`src/rtl/riscv_ctrl_pkg.sv`:
```
// riscv_ctrl_pkg: shared states, instruction classes, opcodes and ALUOp encodings for the multicycle controller
package riscv_ctrl_pkg;
    typedef enum logic [2:0] {
        FETCH     = 3'd0,
        DECODE    = 3'd1,
        EXECUTE   = 3'd2,
        MEMORY    = 3'd3,
        WRITEBACK = 3'd4,
        FAULT     = 3'd5
    } state_t;

    typedef enum logic [3:0] {
        CLS_NONE,
        CLS_R,
        CLS_I,
        CLS_LW,
        CLS_SW,
        CLS_BR,
        CLS_LUI,
        CLS_JAL,
        CLS_JALR
    } class_t;

    localparam logic [6:0] OP_R    = 7'b0110011;
    localparam logic [6:0] OP_I    = 7'b0010011;
    localparam logic [6:0] OP_LW   = 7'b0000011;
    localparam logic [6:0] OP_SW   = 7'b0100011;
    localparam logic [6:0] OP_BR   = 7'b1100011;
    localparam logic [6:0] OP_LUI  = 7'b0110111;
    localparam logic [6:0] OP_JAL  = 7'b1101111;
    localparam logic [6:0] OP_JALR = 7'b1100111;

    localparam logic [1:0] ALUOP_ADD = 2'b00;
    localparam logic [1:0] ALUOP_BR  = 2'b01;
    localparam logic [1:0] ALUOP_RI  = 2'b10;

    // ALU operation selector for a class, same values as the single-cycle decoder
    function automatic logic [1:0] class_alu_op(class_t c);
        return c == CLS_BR ? ALUOP_BR : (c == CLS_R || c == CLS_I) ? ALUOP_RI : ALUOP_ADD;
    endfunction

    // immediate operand selection: everything that adds rs1 (or nothing) to an immediate
    function automatic logic class_alu_src(class_t c);
        return c == CLS_I || c == CLS_LW || c == CLS_SW || c == CLS_LUI || c == CLS_JALR;
    endfunction
endpackage

```
`src/rtl/opcode_class_decode.sv`:
```
// opcode_class_decode: maps a 7-bit opcode to an instruction class and a legal flag
module opcode_class_decode
    import riscv_ctrl_pkg::*;
#(
    parameter bit HAS_JUMP = 1'b1
) (
    input  logic [6:0] opcode,
    output class_t     cls,
    output logic       legal
);
    assign cls = opcode == OP_R   ? CLS_R   :
                 opcode == OP_I   ? CLS_I   :
                 opcode == OP_LW  ? CLS_LW  :
                 opcode == OP_SW  ? CLS_SW  :
                 opcode == OP_BR  ? CLS_BR  :
                 opcode == OP_LUI ? CLS_LUI :
                 (HAS_JUMP && opcode == OP_JAL)  ? CLS_JAL  :
                 (HAS_JUMP && opcode == OP_JALR) ? CLS_JALR :
                 CLS_NONE;
    assign legal = cls != CLS_NONE;
endmodule

```
`src/rtl/multicycle_controller.sv`:
```
// multicycle_controller: FETCH/DECODE/EXECUTE/MEMORY/WRITEBACK sequencer with shared-memory handshake and wait timeout
module multicycle_controller
    import riscv_ctrl_pkg::*;
#(
    parameter bit          HAS_JUMP    = 1'b1,
    parameter int unsigned MEM_TIMEOUT = 15
) (
    input  logic       clk,
    input  logic       reset,
    input  logic [6:0] Opcode,
    input  logic       mem_ready,
    output logic       InstrReq,
    output logic       IRWrite,
    output logic       PCWrite,
    output logic       ALUSrc,
    output logic       MemtoReg,
    output logic       RegWrite,
    output logic       MemRead,
    output logic       MemWrite,
    output logic       Branch,
    output logic [1:0] ALUOp,
    output logic       Jump,
    output logic       Fault,
    output logic [2:0] State
);
    localparam int CW = MEM_TIMEOUT > 0 ? $clog2(MEM_TIMEOUT + 1) : 1;
    localparam logic [CW-1:0] CNT_LAST = CW'(MEM_TIMEOUT > 0 ? MEM_TIMEOUT - 1 : 0);

    state_t        state, state_d;
    class_t        cls, cls_d, dec_cls;
    logic          dec_legal;
    logic [CW-1:0] cnt, cnt_d;
    logic          req, timeout, is_jump;
    logic          instr_req, ir_write, pc_write, alu_src, mem_to_reg, reg_write;
    logic          mem_read, mem_write, branch, jump, fault;
    logic [1:0]    alu_op;

    opcode_class_decode #(.HAS_JUMP(HAS_JUMP)) u_dec (
        .opcode(Opcode),
        .cls   (dec_cls),
        .legal (dec_legal)
    );

    assign req     = state == FETCH || state == MEMORY;
    assign timeout = MEM_TIMEOUT != 0 && req && !mem_ready && cnt == CNT_LAST;
    assign cnt_d   = req && !mem_ready ? cnt + 1'b1 : '0;
    assign is_jump = cls == CLS_JAL || cls == CLS_JALR;

    // state, latched class and wait counter
    always_ff @(posedge clk or posedge reset) begin
        if (reset) begin
            state <= FETCH;
            cls   <= CLS_NONE;
            cnt   <= '0;
        end else begin
            state <= state_d;
            cls   <= cls_d;
            cnt   <= cnt_d;
        end
    end

    // next state and per-state strobes; ALU steering holds from EXECUTE through WRITEBACK
    always_comb begin
        state_d    = state;
        cls_d      = cls;
        instr_req  = 1'b0;
        ir_write   = 1'b0;
        pc_write   = 1'b0;
        alu_src    = 1'b0;
        mem_to_reg = 1'b0;
        reg_write  = 1'b0;
        mem_read   = 1'b0;
        mem_write  = 1'b0;
        branch     = 1'b0;
        jump       = 1'b0;
        fault      = 1'b0;
        alu_op     = ALUOP_ADD;
        case (state)
            FETCH: begin
                instr_req = 1'b1;
                ir_write  = mem_ready;
                state_d   = mem_ready ? DECODE : timeout ? FAULT : FETCH;
            end
            DECODE: begin
                cls_d   = dec_cls;
                state_d = dec_legal ? EXECUTE : FAULT;
            end
            EXECUTE: begin
                alu_op   = class_alu_op(cls);
                alu_src  = class_alu_src(cls);
                branch   = cls == CLS_BR;
                pc_write = cls == CLS_BR;
                jump     = is_jump;
                state_d  = cls == CLS_BR ? FETCH : (cls == CLS_LW || cls == CLS_SW) ? MEMORY : WRITEBACK;
            end
            MEMORY: begin
                alu_op    = class_alu_op(cls);
                alu_src   = class_alu_src(cls);
                mem_read  = cls == CLS_LW;
                mem_write = cls == CLS_SW;
                pc_write  = mem_ready && cls == CLS_SW;
                state_d   = mem_ready ? (cls == CLS_LW ? WRITEBACK : FETCH) : timeout ? FAULT : MEMORY;
            end
            WRITEBACK: begin
                alu_op     = class_alu_op(cls);
                alu_src    = class_alu_src(cls);
                reg_write  = 1'b1;
                pc_write   = 1'b1;
                mem_to_reg = cls == CLS_LW;
                jump       = is_jump;
                state_d    = FETCH;
            end
            FAULT: fault = 1'b1;
            default: state_d = FAULT;
        endcase
    end

    assign {InstrReq, IRWrite, PCWrite, ALUSrc, MemtoReg, RegWrite, MemRead, MemWrite, Branch, ALUOp, Jump, Fault, State} =
        reset ? '0 : {instr_req, ir_write, pc_write, alu_src, mem_to_reg, reg_write, mem_read, mem_write, branch, alu_op, jump, fault, state};
endmodule

```
`config.mk`:
```
export PLATFORM = sky130hd
export DESIGN_NAME = multicycle_controller
export DESIGN_NICKNAME = d
export VERILOG_FILES = /design/src/rtl/riscv_ctrl_pkg.sv /design/src/rtl/opcode_class_decode.sv /design/src/rtl/multicycle_controller.sv
export SDC_FILE = /design/constraint.sdc
export NUM_CORES = 1
export LEC_CHECK = 0
export CAP_MARGIN = 15
export CORE_MARGIN = 8
export CORE_UTILIZATION = 30
export DETAILED_ROUTE_END_ITERATION = 16
export SYNTH_ARGS = -nofsm -noshare
export SYNTH_HDL_FRONTEND = slang
export SYNTH_SLANG_ARGS = --single-unit
```
`constraint.sdc`:
```
create_clock -name clk -period 1.4 [get_ports clk]
set_input_delay 0.14 -clock clk [delete_from_list [all_inputs] [get_ports clk]]
set_output_delay 0.14 -clock clk [all_outputs]
set_load 0.02 [all_outputs]
```
==> metrics.txt <==
status finished, violations left; failing checks negative setup slack; clock sink count 11; root buffer cell clkbuf_4; CTS Buffer Depth 2; Final min period 1650 ps; detailed placer's ending HPWL 2.55 mm; internal power 0.527 mW; initial core utilization 30.8%; global-route wire length before repair 5.69 mm; FF-to-FF setup slack -160 ps; crit-path max FO 6; flop and latch count out of synthesis 11; Seq pwr share 44.8%; fill count 296; Rows 21; Clock transition at path regs 80 ps; static leakage 0.860 nW; Worst R2R End state[2]; Clock Skew 9.10 ps; Synthesis Warnings 0; initial antenna violation count 0; cts bufs inserted 3; Synth area leader dfrtp_1; total wire length 3.47 mm; vias in the first global route 1320; layout cells sized above 1 61.4%; Synth Area per Inst 7.77 um^2; max-slew violation count 0; dpl cell area 1650 um^2; area delta synth->final 98.9%; Port Buf Inserts 25; syn_nets 143; CTS tree done; die height 74.3 um; Setup crit end kind output port; DRT antenna net count 0; post-layout util 61.2%; largest net degree at the start of global routing 12; Max Freq 605 MHz; post-synthesis cell type count 46; most frequent cells in the layout buf_4, buf_6, clkdlybuf4s50_1; Max H-tree Level 1; CP required 1260 ps; commonest non-fill, non-tap cell in the layout buf_4; Clk pwr share 28.9%; Yosys top cell area share 27.0%; post-synthesis cell count 131; Final Cycle Share 118%; power per cell area 358 nW/um^2; Net Sw Frac 27.4%; EDFF count, synth 0; Combinational Power Share 26.3%; clk_lat worst skew 270 ps; residual overflow from global routing 0; Net Sw Power 0.199 mW; fin nets 220; Die Wd 74.3 um; RSZ-0062 raised after global routing true; Worst-Margin Slew 334 ps; Synth Flop Type dfrtp_1; Worst setup SP type flop; GRT Util Overall 12.9%; Peak supply drop 0.000168 V; num ports 26; top cells by area, synth dfrtp_1, nand2_1, nor2_1; Iter 0 DRT Violations 43; mapped cell area 1020 um^2; DR vias/cell 4.98; drt pass-1 iters 7; Slew HR 77.5%; reg2reg start cls[3]; Core Region 3310 um^2; area of the die 5520 um^2; crit path DAT 1510 ps; setup ws final -254 ps; DR vias 1260; Worst Reg-to-Reg Cells 6; Routed WL per cell 13.7 um; worst setup path class flop to output port; register area share after synthesis 27.0%; DRC violations left 0; n_diodes 0; Max Cap Viol 0; Final Cell Area 2030 um^2; Setup-failing EPs final 15; hold crit path type input pin to asynchronous set/reset pin; fraction of registers with async set/reset 100%; Hold Vio Cnt, Final 0; routability cong. 0.808
-- per-stage QoR --
step	hold slack (ps)	power [mW]	setup TNS (ps)	setup slack [ps]	std cells
floorplan	8.83	0.393	-131	-131	131
global route	435	0.768	-3120	-314	253
detailed placement	530	0.494	-7280	-538	237
global placement	517	0.489	-6630	-519	237
finish	413	0.726	-1870	-254	253
CTS	327	0.717	-2080	-245	246
-- worst max-delay path by stage --
stage	start	end	slack, ps
2_1_floorplan	state[2]	IRWrite	-130
4_1_cts	cls[1]	Jump	-240
6_report	cls[3]	Jump	-250
3_3_place_gp	reset	Branch	-520
3_5_place_dp	reset	Branch	-540
5_1_grt	cls[1]	Jump	-310
-- worst max-delay path, stage by stage, from the launching register on --
cell	delay [ps]
dfrtp_2	430
nor3b_2	210
and2_1	170
a31oi_2	60
nor4_4	210
buf_4	180
-- layout make-up --
type	instances	area [um^2]	area share, %
Multi-Input combinational cell	104	932	46.0
Timing Repair Buffer	80	696	34.3
Sequential cell	11	283	14.0
Tap cell	46	57.6	2.84
Inverter	8	30.0	1.48
Clock buffer	3	22.5	1.11
Clock inverter	1	5.00	0.247
-- timing repair --
action | CTS | global route
hold buffers | 0 | 0
pin swaps | 13 | 14
setup buffers | 5 | 9
gates resized for setup | 124 | 38
endpoints found under the setup margin | 19 | 22
-- power by group through the flow --
stage	registers [mW]	clock network, mW	logic (mW)
floorplan	0.327	0	0.0654
global placement	0.330	0	0.159
detailed placement	0.330	0	0.164
CTS	0.325	0.218	0.174
global route	0.326	0.236	0.207
finish	0.325	0.210	0.191
-- synth_stat cells (3+ instances only) --
library cell	n
a21oi_1	5
a31oi_1	5
and2_1	4
buf_2	3
dfrtp_1	11
inv_1	8
nand2_1	12
nand2b_1	7
nand3_1	6
nor2_1	12
nor2b_1	3
nor3_1	3
nor4_1	6
o21ai_0	7
-- kinds of logic (layout without fill, tap and decap cells) --
logic type      after synthesis  after routing  share of synthesized area (%)
compound gates               29             29                           19.3
xor+xnor                      4              4                           3.44
fa+ha+maj                     2              2                           2.46
buf+inv                      16             92                           9.09
flops                        11             11                           27.0
mux                           1              1                          0.983
simple gates                 68             68                           37.7
-- layer usage --
layer	wire length [um]	up-vias	track usage, %	part of all wire (%)
met2	1870	37	26.4	54
met3	191	2	2.16	5.5
met5	0	-	0	0
met1	1390	599	12.6	40
met4	22	0	3.91	0.63
li1	-	622	-	-
-- state kept, by name, indices dropped and copies added, names as in the netlist --
signal	cells
cnt	4
state	3
cls	4
(Power assumes the default switching activity.)
